File: config.mk
export PLATFORM = sky130hd
export DESIGN_NAME = load_use_hazard_unit_flat
export DESIGN_NICKNAME = d
export VERILOG_FILES = /design/src/rtl/load_use_hazard_unit_if.sv /design/src/rtl/load_use_hazard_unit.sv /design/src/flat_wrapper.sv
export SDC_FILE = /design/constraint.sdc
export NUM_CORES = 1
export LEC_CHECK = 0
export CAP_MARGIN = 20
export CELL_PAD_IN_SITES_DETAIL_PLACEMENT = 1
export CELL_PAD_IN_SITES_GLOBAL_PLACEMENT = 2
export CORE_ASPECT_RATIO = 0.5
export CORE_UTILIZATION = 25
export DETAILED_ROUTE_END_ITERATION = 12
export PLACE_DENSITY_LB_ADDON = 0.2
export SLEW_MARGIN = 20
export SYNTH_ARGS = -nofsm -noshare
export SYNTH_HDL_FRONTEND = slang
export SYNTH_SLANG_ARGS = --single-unit
File: constraint.sdc
create_clock -name clk -period 4.4 [get_ports clk]
set_clock_uncertainty 0.2 [all_clocks]
set_input_delay 0.44 -clock clk [delete_from_list [all_inputs] [get_ports clk]]
set_output_delay 0.44 -clock clk [all_outputs]
set_load 0.005 [all_outputs]
File: src/rtl/load_use_hazard_unit_if.sv
// ID-stage hazard bus: the instruction under decode goes in, and stall/bubble control plus
// per-stage destination tracking come out.
interface load_use_hazard_unit_if;
  logic [31:0] id_ins;
  logic        id_valid;
  logic        flush;
  logic        stall;
  logic        bubble;
  logic [4:0]  ex_dest;
  logic [4:0]  mem_dest;
  logic [4:0]  wb_dest;
  logic        ex_load;
  logic        mem_load;
  logic [15:0] stall_cycles;

  modport master (
    output id_ins, id_valid, flush,
    input  stall, bubble, ex_dest, mem_dest, wb_dest, ex_load, mem_load, stall_cycles
  );

  modport slave (
    input  id_ins, id_valid, flush,
    output stall, bubble, ex_dest, mem_dest, wb_dest, ex_load, mem_load, stall_cycles
  );
endinterface

File: src/rtl/load_use_hazard_unit.sv
// Load-use and branch-operand hazard detection: stalls ID when forwarding cannot supply
// an operand in time, and tracks EX/MEM/WB destinations plus a saturating stall counter.
module load_use_hazard_unit (
  input logic                   clk,
  input logic                   reset,
  load_use_hazard_unit_if.slave bus
);

  typedef enum logic [5:0] {
    OP_RTYPE = 6'h00,
    OP_J     = 6'h02,
    OP_BEQ   = 6'h04,
    OP_BNE   = 6'h05,
    OP_ADDI  = 6'h08,
    OP_SLTI  = 6'h0A,
    OP_ANDI  = 6'h0C,
    OP_ORI   = 6'h0D,
    OP_LUI   = 6'h0F,
    OP_LW    = 6'h23,
    OP_SW    = 6'h2B
  } opcode_e;

  logic [5:0]  opcode;
  logic [4:0]  rs, rt, rd;
  logic [4:0]  id_dest;
  logic        id_load, id_branch, use_rs, use_rt;

  logic [4:0]  ex_dest_q, mem_dest_q, wb_dest_q;
  logic        ex_load_q, mem_load_q;
  logic [15:0] stall_cnt_q;

  logic        src_hit_ex, src_hit_mem;
  logic        stall_c;
  logic        issue;

  always_comb begin
    opcode    = bus.id_ins[31:26];
    rs        = bus.id_ins[25:21];
    rt        = bus.id_ins[20:16];
    rd        = bus.id_ins[15:11];
    id_dest   = '0;
    id_load   = 1'b0;
    id_branch = 1'b0;
    use_rs    = 1'b0;
    use_rt    = 1'b0;
    case (opcode)
      OP_RTYPE: begin
        id_dest = rd;
        use_rs  = 1'b1;
        use_rt  = 1'b1;
      end
      OP_LW: begin
        id_dest = rt;
        id_load = 1'b1;
        use_rs  = 1'b1;
      end
      OP_ADDI, OP_SLTI, OP_ANDI, OP_ORI: begin
        id_dest = rt;
        use_rs  = 1'b1;
      end
      OP_LUI: id_dest = rt;
      OP_SW: begin
        use_rs = 1'b1;
        use_rt = 1'b1;
      end
      OP_BEQ, OP_BNE: begin
        id_branch = 1'b1;
        use_rs    = 1'b1;
        use_rt    = 1'b1;
      end
      default: ;
    endcase
  end

  // A stage dest of 0 means "none", so a nonzero dest match also rules out source register 0.
  always_comb begin
    src_hit_ex  = (ex_dest_q != '0) &&
                  ((use_rs && (rs == ex_dest_q)) || (use_rt && (rt == ex_dest_q)));
    src_hit_mem = (mem_dest_q != '0) &&
                  ((use_rs && (rs == mem_dest_q)) || (use_rt && (rt == mem_dest_q)));
    stall_c     = bus.id_valid && !bus.flush &&
                  ((ex_load_q && src_hit_ex) ||
                   (id_branch && src_hit_ex) ||
                   (id_branch && mem_load_q && src_hit_mem));
    issue       = bus.id_valid && !stall_c && !bus.flush;
  end

  always_ff @(posedge clk) begin
    if (reset) begin
      ex_dest_q   <= '0;
      mem_dest_q  <= '0;
      wb_dest_q   <= '0;
      ex_load_q   <= 1'b0;
      mem_load_q  <= 1'b0;
      stall_cnt_q <= '0;
    end else begin
      ex_dest_q   <= issue ? id_dest : '0;
      ex_load_q   <= issue ? id_load : 1'b0;
      mem_dest_q  <= ex_dest_q;
      mem_load_q  <= ex_load_q;
      wb_dest_q   <= mem_dest_q;
      if (stall_c && (stall_cnt_q != '1))
        stall_cnt_q <= stall_cnt_q + 16'd1;
    end
  end

  assign bus.stall        = stall_c;
  assign bus.bubble       = stall_c | bus.flush;
  assign bus.ex_dest      = ex_dest_q;
  assign bus.mem_dest     = mem_dest_q;
  assign bus.wb_dest      = wb_dest_q;
  assign bus.ex_load      = ex_load_q;
  assign bus.mem_load     = mem_load_q;
  assign bus.stall_cycles = stall_cnt_q;

endmodule

File: src/flat_wrapper.sv
// flat-port wrapper written by rule: the top's interface ports become plain ports
module load_use_hazard_unit_flat 
  (clk, reset, bus_id_ins, bus_id_valid, bus_flush, bus_stall, bus_bubble, bus_ex_dest, bus_mem_dest, bus_wb_dest, bus_ex_load, bus_mem_load, bus_stall_cycles);
  load_use_hazard_unit_if bus_i ();
  input logic clk;
  input logic reset;
  input wire logic [$bits(bus_i.id_ins)-1:0] bus_id_ins;
  input wire logic [$bits(bus_i.id_valid)-1:0] bus_id_valid;
  input wire logic [$bits(bus_i.flush)-1:0] bus_flush;
  output wire logic [$bits(bus_i.stall)-1:0] bus_stall;
  output wire logic [$bits(bus_i.bubble)-1:0] bus_bubble;
  output wire logic [$bits(bus_i.ex_dest)-1:0] bus_ex_dest;
  output wire logic [$bits(bus_i.mem_dest)-1:0] bus_mem_dest;
  output wire logic [$bits(bus_i.wb_dest)-1:0] bus_wb_dest;
  output wire logic [$bits(bus_i.ex_load)-1:0] bus_ex_load;
  output wire logic [$bits(bus_i.mem_load)-1:0] bus_mem_load;
  output wire logic [$bits(bus_i.stall_cycles)-1:0] bus_stall_cycles;
  assign bus_i.id_ins = bus_id_ins;
  assign bus_i.id_valid = bus_id_valid;
  assign bus_i.flush = bus_flush;
  assign bus_stall = bus_i.stall;
  assign bus_bubble = bus_i.bubble;
  assign bus_ex_dest = bus_i.ex_dest;
  assign bus_mem_dest = bus_i.mem_dest;
  assign bus_wb_dest = bus_i.wb_dest;
  assign bus_ex_load = bus_i.ex_load;
  assign bus_mem_load = bus_i.mem_load;
  assign bus_stall_cycles = bus_i.stall_cycles;
  load_use_hazard_unit u_core (.clk(clk), .reset(reset), .bus(bus_i));
endmodule
# Yosys cells after proc, flatten, opt, wreduce, memory -nomap -nowiden
# Cells that the tools add are included.
[classes]
n_mux = 5
n_eq_ne = 14
reduce_logical = 29
n_bitwise = 2
addsub = 1
[op_table]
columns = ["cell", "count"]
rows = [
  ["== test 6 x 4 -> 1 bit, second input constant", 5],
  ["== test 5 bit", 4],
  ["adder 16 x 1 -> 16 bit, second input constant", 1],
  ["inequality test 16 bit, second input constant", 1],
  ["logical AND 1 bit", 15],
  ["== test 6 x 3 -> 1 bit, second input constant", 2],
  ["== test 6 bit, second input constant", 2],
  ["one-hot mux 5 bit (2 select lines)", 1],
  ["nonzero test 5 bit", 2],
  ["OR reduction 9 bit", 1],
  ["zero test 6 bit", 1],
  ["OR reduction 6 bit", 1],
  ["logical OR 1 bit", 4],
  ["2-to-1 mux 1 bit", 4],
  ["OR reduction 2 bit", 2],
  ["OR reduction 4 bit", 1],
  ["zero test 1 bit", 2],
  ["inverter 1 bit", 1],
  ["bitwise OR 1 bit", 1],
]
[totals]
reg_bits = 33
out_inout_bits = 35
in_bits = 36
word_cells = 57

# Logic depth before layout (Yosys ltp)
[depth]
depth_word = 15
mapped_depth = 9
ltp_nobuf = 8

# Worst setup path after synthesis
# OpenSTA, ideal clock, no wires.
[synth_timing]
kind = "register to register"
from = "register u_core.stall_cnt_q[0], in the netlist u_core.bus.stall_cycles[0]"
to = "register u_core.stall_cnt_q[15], in the netlist u_core.bus.stall_cycles[15]"
t_arrival_ns = 2.032
stages_incl_launch_ff = 8
setup_ns = 0.070
slack_ns = 2.097
t_required_ns = 4.130
period_less_slack_ns = 2.303
path_buffers = 0
cell_sequence = "dfxtp_1 ha_1 and3_1 and4_1 or2_1 or4_1 or3_1 a21oi_1"
[synth_between]
elab_chain_len = 2
elab_cells_between_ends = 3
classes_between = "add/sub: 1; eq/ne: 1; reduce/logical: 1"
[synth_lines]
columns = ["element", "line", "text"]
rows = [
  ["from (decl)", "load_use_hazard_unit.sv:30", "logic [15:0] stall_cnt_q;"],
  ["from (signal assigned)", "load_use_hazard_unit.sv:103", "stall_cnt_q <= stall_cnt_q + 16'd1;"],
  ["branches (longest 2 deep; another with adder 16 x 1 -> 16 bit)", "--", ""],
]
# Several ways; the timed one is not identified.
# A chain may end at the register's enable or synchronous reset.

# Worst setup path in the final report
[layout_timing]
from = "input port bus_id_ins[31]"
to = "output port bus_bubble"
[layout_between]
elab_chain_len = 11
elab_cells_between_ends = 31
classes_between = "eq/ne: 8; mux: 3; bitwise: 1; reduce/logical: 19"
[layout_lines]
columns = ["element", "line", "text"]
rows = [
  ["from (decl)", "flat_wrapper.sv:7", "input wire logic [$bits(bus_i.id_ins)-1:0] bus_id_ins;"],
  ["== test 6 bit (tied with other cells)", "load_use_hazard_unit.sv:46", "case (opcode)"],
  ["OR reduction 9 bit (no line) / OR reduction 4 bit (equally long branches)", "--", ""],
  ["2-to-1 mux 1 bit", "load_use_hazard_unit.sv:46", ""],
  ["logical AND 1 bit", "load_use_hazard_unit.sv:78", "((use_rs && (rs == ex_dest_q)) || (use_rt && (rt == ex_dest_q)));"],
  ["logical OR 1 bit", "load_use_hazard_unit.sv:78", ""],
  ["logical AND 1 bit", "load_use_hazard_unit.sv:77", "src_hit_ex = (ex_dest_q != '0) &&"],
  ["logical AND 1 bit, on equally long branches", "load_use_hazard_unit.sv:82, load_use_hazard_unit.sv:83", ""],
  ["logical OR 1 bit", "load_use_hazard_unit.sv:82", "((ex_load_q && src_hit_ex) ||"],
  ["logical OR 1 bit (*)", "load_use_hazard_unit.sv:83", "(id_branch && src_hit_ex) ||"],
  ["logical AND 1 bit (*)", "load_use_hazard_unit.sv:81", "stall_c = bus.id_valid && !bus.flush &&"],
  ["bitwise OR 1 bit (*)", "load_use_hazard_unit.sv:108", "assign bus.bubble = stall_c | bus.flush;"],
  ["to (decl)", "flat_wrapper.sv:11", "output wire logic [$bits(bus_i.bubble)-1:0] bus_bubble;"],
]
# Every way passes the cells marked *; elsewhere a longest branch is shown, timed or not.

==> flow_metrics.py <==
metrics = {
    "status": {
        "status": "finished, final reports clean",
    },
    "power_and_ir_drop": {
        "swShare_pct": 20.63,
        "p_leak_nw": 0.8629,
        "intPower_mw": 0.6149,
        "ir_drop_uv": 187.1,
        "pwr-share-comb_pct": 7.7,
        "p_clk_share_pct": 53.6,
        "pwr-share-seq_pct": 38.7,
        "p_switching_mw": 0.1598,
        "power.density_nw_per_um2": 300.0,
    },
    "setup_path": {
        "reg2regPathDepth": 7,
        "start_kind": "input pin",
        "required_ps": 3760,
        "r2r_start": "u_core.bus.stall_cycles[0]",
        "critical_path_class": "input pin to primary output",
        "rrSetupSlack_ps": 1740,
        "r2r_end": "u_core.bus.stall_cycles[15]",
        "crit_arrival_ps": 2680,
        "worstPathMaxFanout": 16,
        "end_kind": "primary output",
    },
    "finish": {
        "fill_cells": 774,
        "n_antenna_cell": 0,
        "fin_area_um2": 2582,
        "nNetsFinal": 301,
        "mostFrequentLayoutCell": "clkdlybuf4s50_1",
        "final_layout_size_suffix_gt1_share_pct": 7.170,
        "syn2layout_area_growth_pct": 50.22,
        "layout_common_cells": "clkdlybuf4s50_1, dfxtp_1, xnor2_1",
    },
    "sta": {
        "rsz0062_at_grt": "false",
        "tns_ps": 0,
        "slew_headroom_pct": 50.30,
        "setup_violations": 0,
        "tightestPinTransition_ps": 738.7,
        "slew_violations": 0,
        "finalCritPeriodShare_pct": 75.36,
        "final.min_clock_period_ps": 3316,
        "fmax_mhz": 301.6,
        "hold_ws_ps": 283.9,
        "hold_viol": 0,
    },
    "route": {
        "post_drt_wl_per_cell_um": 14.14,
        "drcViolationCount": 0,
        "routed_wl_um": 4991,
        "ant_nets": 0,
        "vias_per_cell": 4.822,
        "dr.pass1.iters": 4,
        "vias": 1702,
        "initialDrtViolationCount": 49,
    },
    "clock_tree": {
        "ctsHoldBuffers": 0,
        "clk_path_buf_depth": 2,
        "cts_buffers": 5,
        "root_buffer": "clkbuf_16",
        "clk_pin_slew_ps": 60,
        "clock-sinks": 33,
        "insertion_delay_ps": 280,
        "htreeDepth": 2,
        "cts_resized": 0,
        "cts_tree": "done",
        "postCtsSetupRepairBufs": 0,
    },
    "synth": {
        "async_flop_share_pct": 0,
        "synth_top_family_by_area": "simple AND/OR/NAND/NOR gates",
        "ys_ff_latch": 33,
        "netlist.top_cell.by_area": "dfxtp_1",
        "yosys_warnings": 0,
        "synth_xor_area_share_pct": 10.70,
        "synth_ff_type": "dfxtp_1",
        "synth_compound_area_share_pct": 15.57,
        "syn_inst": 202,
        "synth.avg_cell_area_um2": 8.511,
        "synth.area.top_cells": "dfxtp_1, xnor2_1, nor2b_1",
        "synth-simple-area-share_pct": 30.28,
        "synth_edf_count": 0,
        "syn_nets": 239,
        "synth_fa_ha_area_share_pct": 0.7278,
        "synth_cell_types": 44,
        "syn_area_um2": 1719,
        "synthMuxAreaShare_pct": 1.310,
        "synth_top_cell_area_share_pct": 38.43,
        "ys_seq_area_share_pct": 38.43,
    },
    "hold_path": {
        "hold_path_startpoint": "u_core.bus.ex_load",
        "hold_class": "flip-flop to flip-flop",
        "min_to": "u_core.bus.mem_load",
        "holdPathStages": 1,
    },
    "grt": {
        "grt_antenna_before_repair": 0,
        "grt_usage_pct": 14.86,
        "grt_max_degree": 31,
        "gr-usage-met1_pct": 17.91,
        "grt_pass1_vias": 1657,
        "met2_usage_pct": 26.08,
        "grt-ovfl-total": 0,
        "busiest_layer": "met2",
        "grt_pass1_wl_um": 8135,
        "use_met3_pct": 4.229,
    },
    "floorplanning": {
        "dieArea_um2": 7232,
        "chipHeight_um": 60.64,
        "die_w_um": 119.3,
        "start_util_pct": 27.05,
        "rows": 20,
        "io_pins": 71,
        "core_area_um2": 6356,
    },
    "job": {
        "drv_cap": 0,
    },
    "placed_design": {
        "dp_hpwl_um": 3782,
        "gp_congestion": 0.7623,
        "portBuffers": 59,
        "placed_area_um2": 2406,
    },
}
==> critical path: stages <==
cell and delay [ps]:
clkdlybuf4s50_1 500, nor3_1 290, and3b_1 240, o21a_1 120
o221a_2 220, o21ai_2 80, buf_4 180, nand2b_1 100
clkdlybuf4s50_1 500
==> sequential cells by signal, summed over array words and instances (netlist names) <==
name	cells
u_core.bus.stall_cycles	16
u_core.bus.ex_dest	5
u_core.bus.mem_dest	5
u_core.bus.wb_dest	5
u_core.bus.ex_load	1
u_core.bus.mem_load	1
==> worst max-delay path by stage <==
| stage | startpoint | end | depth (start not counted) |
|---|---|---|---|
| 2_1_floorplan | bus_id_ins[31] | u_core.bus.stall_cycles[6] | 8 |
| 3_3_place_gp | bus_id_ins[31] | bus_bubble | 9 |
| 3_5_place_dp | bus_id_ins[31] | bus_bubble | 9 |
| 4_1_cts | bus_id_ins[31] | bus_bubble | 9 |
| 5_1_grt | bus_id_ins[31] | bus_bubble | 9 |
| 6_report | bus_id_ins[31] | bus_bubble | 9 |
==> synthesized netlist by cell type (5+ instances only) <==
library cell / number
o21ai_0: 8
or3_1: 9
nand2_1: 12
nor2_1: 17
nor2b_1: 13
nand3_1: 13
a21oi_1: 14
dfxtp_1: 33
xnor2_1: 18
a22oi_1: 5
or4_1: 5
==> kinds of logic (layout without fill, tap and decap cells) <==
| logic type | count (synthesis) | count (layout) |
|---|---|---|
| buffers and inverters | 11 | 74 |
| DFF | 33 | 33 |
| and+or+nand+nor | 93 | 93 |
| AOI/OAI and AO/OA | 41 | 41 |
| muxes | 2 | 2 |
| adders and majority gates | 1 | 1 |
| xor gates and xnor gates | 21 | 21 |
==> per-layer routing <==
metal / up-vias / part of all wire [%]
li1: 853 / -
met1: 809 / 48
met2: 38 / 47
met3: 2 / 4.2
met4: 0 / 0.80
met5: - / 0
==> stage by stage <==
stage | worst slack [ps] | power, mW | std cells | util [%]
finish | 1084 | 0.7747 | 353 | 40.63
global placement | 1153 | 0.3655 | 345 | 37.85
detailed placement | 1077 | 0.3664 | 345 | 37.85
global route | 931.4 | 0.8052 | 353 | 40.63
floorplan | 2097 | 0.3301 | 202 | -
CTS | 1053 | 0.7857 | 353 | 40.63
==> power groups by stage <==
stage                     Clock, mW  Combinational, mW  Sequential (mW)
final                         0.415             0.0594            0.300
after global routing          0.441             0.0646            0.300
after CTS                     0.425             0.0602            0.300
after detailed placement          0             0.0597            0.307
after global placement            0             0.0588            0.307
after floorplan                   0             0.0235            0.307
==> layout make-up <==
type	instances	area [µm²]	area share (%)
clock buffers	6	138.9	5.378
flip-flops and latches	33	660.6	25.58
clock inverters	2	37.54	1.453
multi-input cells	158	1007	39.00
inverters	4	15.01	0.5814
well taps	88	110.1	4.264
repair buffers	62	613.1	23.74
(Power assumes the default switching activity.)
